<file path="src/rtl/mem_arbiter_pkg.sv">
// Shared encodings for the two-requester memory arbiter: FSM state and
// read-return owner tag.
package mem_arbiter_pkg;

  localparam int CNT_W = 4;

  typedef enum logic {
    ST_NORMAL  = 1'b0,
    ST_STARVED = 1'b1
  } arb_state_e;

  typedef enum logic [1:0] {
    OWN_NONE = 2'd0,
    OWN_CPU  = 2'd1,
    OWN_DBG  = 2'd2
  } owner_e;

endpackage

</file>
<file path="src/rtl/mem_arb_starve_ctr.sv">
// Counts consecutive cycles in which the debug requester asks but is not
// served. limit_hit_o flags the cycle whose closing edge brings the count
// to the limit, so the arbiter can switch to STARVED on that same edge.
module mem_arb_starve_ctr
  import mem_arbiter_pkg::*;
#(
  parameter int STARVE_LIMIT = 4
) (
  input  logic             clock,
  input  logic             resetn,
  input  logic             dbg_req_i,
  input  logic             dbg_gnt_i,
  output logic [CNT_W-1:0] cnt_o,
  output logic             limit_hit_o
);

  localparam logic [CNT_W-1:0] LIMIT_C = STARVE_LIMIT[CNT_W-1:0];

  logic [CNT_W-1:0] cnt_q, cnt_d;

  // Next count: clear when DBG is idle or served, otherwise saturating +1.
  always_comb begin
    cnt_d = cnt_q;
    if (!dbg_req_i || dbg_gnt_i) begin
      cnt_d = '0;
    end else if (cnt_q < LIMIT_C) begin
      cnt_d = cnt_q + {{(CNT_W-1){1'b0}}, 1'b1};
    end
    limit_hit_o = (cnt_d == LIMIT_C);
  end

  // Count register.
  always_ff @(posedge clock or negedge resetn) begin
    if (!resetn) begin
      cnt_q <= '0;
    end else begin
      cnt_q <= cnt_d;
    end
  end

  assign cnt_o = cnt_q;

endmodule

</file>
<file path="src/rtl/mem_arbiter.sv">
// Two-requester (CPU, DBG) arbiter in front of a single-port memory with
// one-cycle read latency. CPU has priority unless DBG has been starved for
// STARVE_LIMIT cycles, in which case DBG gets exactly one forced slot.
//
// Handshake: a requester holds req (and its addr/wdata/we) stable until it
// sees gnt high in the same cycle; gnt high means the access is taken at the
// next rising edge. Read data returns as rvalid/rdata one cycle after gnt,
// only on the owner's port; the arbiter stores no request data.
module mem_arbiter
  import mem_arbiter_pkg::*;
#(
  parameter int ADDR_W       = 32,
  parameter int DATA_W       = 32,
  parameter int STARVE_LIMIT = 4
) (
  input  logic              clock,
  input  logic              resetn,
  input  logic              cpu_req,
  input  logic              cpu_we,
  input  logic [ADDR_W-1:0] cpu_addr,
  input  logic [DATA_W-1:0] cpu_wdata,
  output logic              cpu_gnt,
  output logic              cpu_rvalid,
  output logic [DATA_W-1:0] cpu_rdata,
  input  logic              dbg_req,
  input  logic              dbg_we,
  input  logic [ADDR_W-1:0] dbg_addr,
  input  logic [DATA_W-1:0] dbg_wdata,
  output logic              dbg_gnt,
  output logic              dbg_rvalid,
  output logic [DATA_W-1:0] dbg_rdata,
  output logic [ADDR_W-1:0] mem_addr,
  output logic [DATA_W-1:0] mem_wdata,
  output logic              mem_we,
  output logic              mem_re,
  input  logic [DATA_W-1:0] mem_rdata,
  output arb_state_e        arb_state_o,
  output logic [CNT_W-1:0]  starve_cnt_o
);

  arb_state_e state_q, state_d;
  owner_e     tag_q, tag_d;
  logic       limit_hit;

  mem_arb_starve_ctr #(
    .STARVE_LIMIT (STARVE_LIMIT)
  ) u_starve_ctr (
    .clock       (clock),
    .resetn      (resetn),
    .dbg_req_i   (dbg_req),
    .dbg_gnt_i   (dbg_gnt),
    .cnt_o       (starve_cnt_o),
    .limit_hit_o (limit_hit)
  );

  // Grant selection and next state; grants are suppressed while in reset.
  always_comb begin
    state_d = state_q;
    cpu_gnt = 1'b0;
    dbg_gnt = 1'b0;
    case (state_q)
      ST_NORMAL: begin
        if (cpu_req)      cpu_gnt = 1'b1;
        else if (dbg_req) dbg_gnt = 1'b1;
        if (limit_hit) state_d = ST_STARVED;
      end
      ST_STARVED: begin
        if (dbg_req)      dbg_gnt = 1'b1;
        else if (cpu_req) cpu_gnt = 1'b1;
        // The forced slot is used (or DBG went away): back to CPU priority.
        state_d = ST_NORMAL;
      end
      default: state_d = ST_NORMAL;
    endcase
    if (!resetn) begin
      cpu_gnt = 1'b0;
      dbg_gnt = 1'b0;
    end
  end

  // Memory port mux and read-owner tag for the access taken this cycle.
  always_comb begin
    mem_addr  = '0;
    mem_wdata = '0;
    mem_we    = 1'b0;
    mem_re    = 1'b0;
    tag_d     = OWN_NONE;
    if (cpu_gnt) begin
      mem_addr  = cpu_addr;
      mem_wdata = cpu_wdata;
      mem_we    = cpu_we;
      mem_re    = ~cpu_we;
      if (!cpu_we) tag_d = OWN_CPU;
    end else if (dbg_gnt) begin
      mem_addr  = dbg_addr;
      mem_wdata = dbg_wdata;
      mem_we    = dbg_we;
      mem_re    = ~dbg_we;
      if (!dbg_we) tag_d = OWN_DBG;
    end
  end

  // State and owner-tag registers.
  always_ff @(posedge clock or negedge resetn) begin
    if (!resetn) begin
      state_q <= ST_NORMAL;
      tag_q   <= OWN_NONE;
    end else begin
      state_q <= state_d;
      tag_q   <= tag_d;
    end
  end

  // Read return is steered to the owner; the other port sees zeros.
  always_comb begin
    cpu_rvalid = (tag_q == OWN_CPU);
    dbg_rvalid = (tag_q == OWN_DBG);
    cpu_rdata  = cpu_rvalid ? mem_rdata : '0;
    dbg_rdata  = dbg_rvalid ? mem_rdata : '0;
  end

  assign arb_state_o = state_q;

endmodule
</file>
<file path="config.mk">
export PLATFORM = sky130hd
export DESIGN_NAME = mem_arbiter
export DESIGN_NICKNAME = d
export VERILOG_FILES = /design/src/rtl/mem_arbiter_pkg.sv /design/src/rtl/mem_arb_starve_ctr.sv /design/src/rtl/mem_arbiter.sv
export SDC_FILE = /design/constraint.sdc
export NUM_CORES = 1
export LEC_CHECK = 0
export CORE_AREA = 5 5 116 118
export DETAILED_ROUTE_END_ITERATION = 8
export DIE_AREA = 0 0 121 123
export HOLD_SLACK_MARGIN = 0.03
export SYNTH_ARGS = -nofsm -noshare
export SYNTH_HDL_FRONTEND = slang
export SYNTH_SLANG_ARGS = --single-unit
</file>
<file path="constraint.sdc">
create_clock -name clock -period 1.9 [get_ports clock]
set_input_delay 0.285 -clock clock [delete_from_list [all_inputs] [get_ports clock]]
set_output_delay 0.285 -clock clock [all_outputs]
set_load 0.005 [all_outputs]
</file>
Word level (Yosys, flattened, before mapping)
Index checks and enable logic that the tools add are counted.
- flip-flop bits (word level): 7
- output and inout port bits: 139
- add/subtract/negate cells: 1
- magnitude comparators: 1
- equal/unequal tests: 3
- multiplexer cells: 26
- bitwise operators: 3
- reductions and logical operators: 2
- operators with widths (cell ; count):
    $mux W32 ; 6
    $mux W1 ; 12
    $mux W4 ; 2
    $mux W2 ; 3
    $pmux W1 S2 ; 3
    $add A4 B1 Y4 const B ; 1
    $eq A4 B3 Y1 const B ; 1
    $lt A4 B3 Y1 const B ; 1
    $not A1 Y1 ; 3
    $eq A2 B1 Y1 const B ; 1
    $eq A2 B2 Y1 const B ; 1
    $logic_not A1 Y1 ; 1
    $logic_or A1 B1 Y1 ; 1

Depth between registers and ports, before layout
Gate-level depths: netlist of the first run.
- depth in word-level cells: 9
- mapped depth: 6

Hierarchy
A second synthesis of the first run with hierarchy kept.
- cell total of the unflattened synthesis: 331
- area total of the unflattened synthesis: 1833.0 um2
- modules (own cells, without submodules) (module ; instances ; cells each ; area each (um2)):
    mem_arbiter ; 1 ; 311 ; 1622.8
    mem_arb_starve_ctr ; 1 ; 20 ; 210.2

Worst setup path after synthesis of the first run
No wires, ideal clock.
- path type: register -> output
- start point: register state_q, in the netlist arb_state_o
- end point: output port mem_addr[10]
- data arrival time: 1174 ps
- slack: 441 ps
- cell stages (with the launch flop): 7
- path through: dfrtp_1 nor2b_1 or2_4 inv_2 buf_6 buf_6 a22o_1
- word-level cells in the longest chain between the ends: 5
- elaborated cells between the ends (all ways): 7
- classes of those cells: mux: 6; bitwise: 1
- RTL lines (item ; line ; source):
    start, declared ; mem_arbiter.sv:41 ; arb_state_e state_q, state_d;
    start signal, assigned ; mem_arbiter.sv:109 ; state_q <= state_d;
    $not A1 Y1 ; -- ;
    $pmux W1 S2 ; mem_arbiter.sv:61 ; case (state_q)
    $mux W1 ; mem_arbiter.sv:75 ; if (!resetn) begin
    $mux W32 ; mem_arbiter.sv:94 ; end else if (dbg_gnt) begin
    $mux W32 * ; mem_arbiter.sv:88 ; if (cpu_gnt) begin
    end, declared ; mem_arbiter.sv:32 ; output logic [ADDR_W-1:0] mem_addr,
Mark *: on every way between the ends. The rest lies on a longest branch, timed or not.

Worst setup path in the final report of the first run
- start point: register state_q, in the netlist arb_state_o
- end point: output port mem_wdata[28]
- word-level cells in the longest chain between the ends: 5
- elaborated cells between the ends (all ways): 7
- classes of those cells: mux: 6; bitwise: 1
- RTL lines (item ; line ; source):
    $not A1 Y1 ; -- ;
    $pmux W1 S2 ; mem_arbiter.sv:61 ;
    $mux W1 ; mem_arbiter.sv:75 ;
    $mux W32 ; mem_arbiter.sv:94 ;
    $mux W32 * ; mem_arbiter.sv:88 ;
    end, declared ; mem_arbiter.sv:33 ; output logic [DATA_W-1:0] mem_wdata,
Marked as above.

==> flow_summary.json, run 1 <==
{
  "slowest_delay_ps": 390,
  "drt-pass1-iter-count": 4,
  "skew_ps": 0.622,
  "fin_nets": 676,
  "gr-usage-all-layers_pct": 15.7,
  "setup.worst_path.class": "register to output pin",
  "antenna_found_initial": 1,
  "syn_inst": 183,
  "power.density_nw_per_um2": 285,
  "arrival_ps": 1660,
  "end_kind": "output pin",
  "syn_nets": 350,
  "cts_buffers": 3,
  "ys_seq_elements": 7,
  "cts_root_buf": "clkbuf_16",
  "synth_warnings": 0,
  "core_um2": 12400,
  "die-area_um2": 14900,
  "wl_per_cell_um": 19.2,
  "internal-power_mw": 1.05,
  "port_buffers": 304,
  "die_h_um": 123,
  "yosys.area.top_type_share_pct": 39.9,
  "final_common_cell": "clkdlybuf4s50_1",
  "rsz0062_at_grt": "true",
  "maxCapViolations": 0,
  "setup_slack_ps": -44.8,
  "mostFrequentLayoutCells": "223 x clkdlybuf4s50_1, 65 x and2_1, 64 x a22o_1",
  "setup_violations": 9,
  "syn_area_um2": 1430,
  "finalCriticalPeriod_ps": 1940,
  "final_antenna_net_count": 0,
  "violations": "setup timing",
  "routed_via_density": 4.07,
  "clockPowerShare_pct": 25.0,
  "synth.distinct_cells": 22,
  "cts_buffer_depth": 2,
  "fp.dieW_um": 121,
  "num_rows": 41,
  "crit_chain": "nor2b_1 -> or2_4 -> inv_8 -> buf_8 -> buf_12 -> buf_6 -> a22o_1 -> buf_2",
  "totalPowerFinal_mw": 1.42,
  "gp_congestion": 0.770,
  "relSlewSlack_pct": 80.4,
  "critical_path.top_delay_family": "buffers and inverters",
  "grt_pass1_vias": 2965,
  "fin_crit_sh_pct": 102,
  "cp_max_fo": 6,
  "seqPwrFrac_pct": 11.8,
  "drv_slew": 0,
  "cp_slowest_cell": "dfrtp_1",
  "grt_max_degree": 34,
  "finalSetupTns_ps": -141,
  "postSynthAreaPerCell_um2": 7.79,
  "synthToLayoutAreaGrowth_pct": 250,
  "fin_cells": 681,
  "synth.area.top_cells": "a22o_1 40%, and2_1 29%, dfrtp_1 12%",
  "wl_mm": 13.1,
  "tritoncts": "built",
  "status": "finished with violations",
  "combPwrFrac_pct": 63.1,
  "start_kind": "register",
  "path_buf_inv": 5,
  "first_iter_violations": 57,
  "synth-seq-area-share_pct": 12.3,
  "p_sw_uw": 373,
  "clkTransAtPathRegs_ps": 40,
  "dpl.cell_count": 658,
  "switching_share_pct": 26.2,
  "dp_hpwl_mm": 10.9,
  "ir_drop_mv": 0.226,
  "p_leak_nw": 2.35,
  "required_ps": 1620,
  "via_count": 2770,
  "yosys.area.top_type": "a22o_1",
  "worst-slew-pin-transition_ps": 291,
  "grt_first_pass_wirelength_mm": 17.9,
  "initial_core_util_pct": 11.5,
  "dp_slack_ps": -559,
  "timing.final.hold_violations": 0,
  "io_pins": 305,
  "clkLatencyLatePin_ps": 230,
  "clock_sinks": 7,
  "route.detailed.drc": 0,
  "fin_util_pct": 40.4,
  "fmax_ghz": 0.514,
  "layout-drive-gt1-share_pct": 22.2,
  "overflow": 0,
  "min_path_type": "input port to asynchronous set/reset pin",
  "h-tree-depth": 1
}
-- kinds of logic after synthesis --
group           count (synthesis)  share of synthesized area [%]
compound gates                 69                           41.9
buf+inv                        23                           8.25
simple gates                   81                           35.3
flops                           7                           12.3
fa+ha+maj                       1                          0.878
xor+xnor                        1                          0.615
mux                             1                          0.790
-- final cells by class --
type / count / area (um^2)
fillers: 1278 / 7370
multi-input cells: 153 / 1160
flip-flops and latches: 7 / 175
diodes: 1 / 2.50
repair buffers: 341 / 3340
well taps: 172 / 215
clock buffers: 4 / 78.8
inverters: 3 / 18.8
-- synth_stat cells (all sizes together) --
cell type,n
nor3b,3
buf,10
xor2,1
a21oi,2
clkbuf,10
nor2,3
ha,1
and3,3
nor4b,1
o21ai,1
inv,3
and2,65
mux2,1
dfrtp,7
o2bb2ai,1
nand2,2
nor2b,3
a22o,65
or2,1
-- metal layers --
metal / up-vias / track usage, % / share of wire [%]
met1: 1231 / 18.9 / 40
met3: 4 / 5.12 / 11
met2: 203 / 27.6 / 49
li1: 1332 / - / -
met5: - / 0 / 0
met4: 0 / 2.83 / 0.41
-- sequential cells by signal, indices dropped and copies added (netlist names) --
register	flops
tag_q	2
arb_state_o	1
u_starve_ctr.cnt_o	4
-- worst reg2reg max path: cells and delay by family, from the launching register on --
kind / cells / cell delay (ps)
fa+ha+maj: 1 / 320
compound gates: 1 / 120
simple gates: 2 / 460
flops: 1 / 420
-- path summary, 6_finish.rpt --
path                                  startpoint                     to  slack (ps)  depth (start not counted)
min                                       resetn  u_starve_ctr.cnt_o[0]         120                          2
max                                  arb_state_o          mem_wdata[28]         -40                          8
max in group asynchronous                 resetn               tag_q[1]        1650                          2
min in group clock                       dbg_req  u_starve_ctr.cnt_o[1]         590                          3
min reg2reg                u_starve_ctr.cnt_o[3]  u_starve_ctr.cnt_o[3]         640                          1
max reg2reg                u_starve_ctr.cnt_o[0]            arb_state_o         460                          4
-- repair_timing --
action,CTS,global route
pin swaps,24,12
hold endpoints to repair,0,0
gates resized for setup,284,21
setup buffers,10,1
gates cloned,7,3
hold buffers,0,0
setup endpoints to repair,132,92
-- power by group through the flow --
stage / Sequential (mW) / Clock, mW / Combinational (mW)
final: 0.168 / 0.356 / 0.897
after global routing: 0.170 / 0.374 / 0.957
after CTS: 0.168 / 0.359 / 0.905
after detailed placement: 0.169 / 0 / 0.901
after global placement: 0.169 / 0 / 0.896
after floorplan: 0.169 / 0 / 0.200
-- through the flow --
| stage | hold slack (ps) | area [um^2] |
|---|---|---|
| floorplan | -10.6 | 1430 |
| global placement | 622 | 4800 |
| detailed placement | 630 | 4800 |
| CTS | 122 | 4940 |
| global route | 161 | 4990 |
| finish | 125 | 4990 |
(Power assumes the default switching activity.)
==> run 2, diff against run 1 <==
Settings changed: TNS_END_PERCENT set to 5.
==> run 2 against run 1 <==
Net effect:
- the flow still finishes with violations (setup timing)
- highest routed layer unchanged
- cell area is 0.23% higher
- fmax about the same
- core utilization increased by 0.091 points
==> flow_summary.json, run 2 (synthesis results as in run 1) <==
{
  "fin_nets": 676,
  "fmax_ghz": 0.515,
  "cp_max_fo": 9,
  "power.density_nw_per_um2": 284,
  "first_iter_violations": 47,
  "drv_slew": 0,
  "grt_use_met3_pct": 5.03,
  "clkTransAtPathRegs_ps": 40,
  "overflow": 0,
  "skew_ps": 0.780,
  "setup_violations": 20,
  "wl_mm": 12.9,
  "internal-power_mw": 1.05,
  "grt_pass1_vias": 2929,
  "r2r-start": "u_starve_ctr.cnt_o[0]",
  "setup.worst_path.class": "register to output pin",
  "cts_buffer_depth": 2,
  "num_rows": 41,
  "wl_per_cell_um": 19.0,
  "grt_first_pass_wirelength_mm": 17.8,
  "drt-pass1-iter-count": 4,
  "rsz0062_at_grt": "true",
  "busiest_layer": "met2",
  "die_h_um": 123,
  "gp_congestion": 0.770,
  "ir_drop_mv": 0.218,
  "required_ps": 1620,
  "switching_share_pct": 26.0,
  "startpoint": "arb_state_o",
  "mostFrequentLayoutCells": "222 x clkdlybuf4s50_1, 65 x and2_1, 64 x a22o_1",
  "regToRegSetupSlack_ps": 470,
  "maxCapViolations": 0,
  "final_antenna_net_count": 0,
  "h-tree-depth": 1,
  "clockPowerShare_pct": 25.1,
  "largest_reg_flops": 4,
  "antenna_found_initial": 1,
  "io_pins": 305,
  "route.detailed.drc": 0,
  "routed_via_density": 4.06,
  "clock_sinks": 7,
  "via_count": 2765,
  "tritoncts": "built",
  "dp_hpwl_mm": 10.9,
  "use_met2_pct": 27.4,
  "final_common_cell": "clkdlybuf4s50_1",
  "r2r_cells": 4,
  "layout-drive-gt1-share_pct": 22.0,
  "cts_root_buf": "clkbuf_16",
  "violations": "setup timing",
  "p_leak_nw": 2.36,
  "arrival_ps": 1660,
  "start_kind": "register",
  "initial_core_util_pct": 11.5,
  "die-area_um2": 14900,
  "totalPowerFinal_mw": 1.42,
  "port_buffers": 304,
  "r2r_end": "arb_state_o",
  "fp.dieW_um": 121,
  "end_kind": "output pin",
  "holdWs_ps": 122,
  "synthToLayoutAreaGrowth_pct": 251,
  "worst-slew-pin-transition_ps": 291,
  "p_sw_uw": 368,
  "combPwrFrac_pct": 63.1,
  "core_um2": 12400,
  "grt_max_degree": 34,
  "status": "finished with violations",
  "grtUsageMet1_pct": 18.8,
  "finalCriticalPeriod_ps": 1940,
  "cts_buffers": 3,
  "seqPwrFrac_pct": 11.9,
  "timing.final.hold_violations": 0,
  "clkLatencyLatePin_ps": 230,
  "setup_slack_ps": -42.8,
  "fin_crit_sh_pct": 102,
  "relSlewSlack_pct": 80.4,
  "min_path_type": "input port to asynchronous set/reset pin",
  "gr-usage-all-layers_pct": 15.6
}
[run 2: layout make-up]
class / instances / area [um^2]
inverter: 3 / 18.8
fill: 1278 / 7360
tap: 172 / 215
sequential: 7 / 175
timing repair buffer: 341 / 3350
antenna: 1 / 2.50
multi-input combinational: 153 / 1160
clock buffer: 4 / 78.8
[run 2: per-layer routing]
layer  vias up  routed length, um
met5         -                  0
met4         0                 53
met3         4               1450
met2       197               6250
met1      1235               5160
li1       1329                  -
[run 2: repair_timing]
item | in CTS | in global routing
setup buffers | 10 | 0
setup endpoints to repair | 132 | 111
cloned | 7 | 2
hold buffers | 0 | 0
resized for setup | 239 | 42
pin swaps | 28 | 11
[run 2: worst max path at each step]
stage                     cells after the start  slack, ps       endpoint
after detailed placement                      8       -560   mem_wdata[4]
after global placement                        8       -540   mem_wdata[6]
final                                         6        -40  mem_wdata[22]
after floorplan                               6        440   mem_addr[10]
after global routing                          6        -90   mem_wdata[8]
after CTS                                     7       -100  mem_wdata[18]
[run 2: worst max-delay path: stages, from the launching register on]
cell and delay (ps):
dfrtp_1 400, nor2b_1 110, or2_4 160, inv_8 50, bufbuf_16 270, a22o_1 230, clkdlybuf4s15_2 210
[run 2: metrics by stage]
stage / utilization [%] / setup TNS [ps] / setup WS, ps / cell area, um^2 / std cells
2_1_floorplan: - / 0 / 441 / 1430 / 183
3_3_place_gp: 38.8 / -33280 / -544 / 4800 / 658
3_5_place_dp: 38.8 / -33480 / -559 / 4800 / 658
4_1_cts: 40.9 / -2290 / -95.9 / 5060 / 679
5_1_grt: 40.4 / -3030 / -91.3 / 5000 / 681
6_report: 40.4 / -435 / -42.8 / 5000 / 681
[run 2: power by group through the flow]
stage / registers (mW) / clock network, mW / logic (mW)
6_report: 0.168 / 0.355 / 0.895
5_1_grt: 0.170 / 0.374 / 0.956
4_1_cts: 0.168 / 0.359 / 0.921
2_1_floorplan: 0.169 / 0 / 0.200
3_5_place_dp: 0.169 / 0 / 0.901
3_3_place_gp: 0.169 / 0 / 0.896
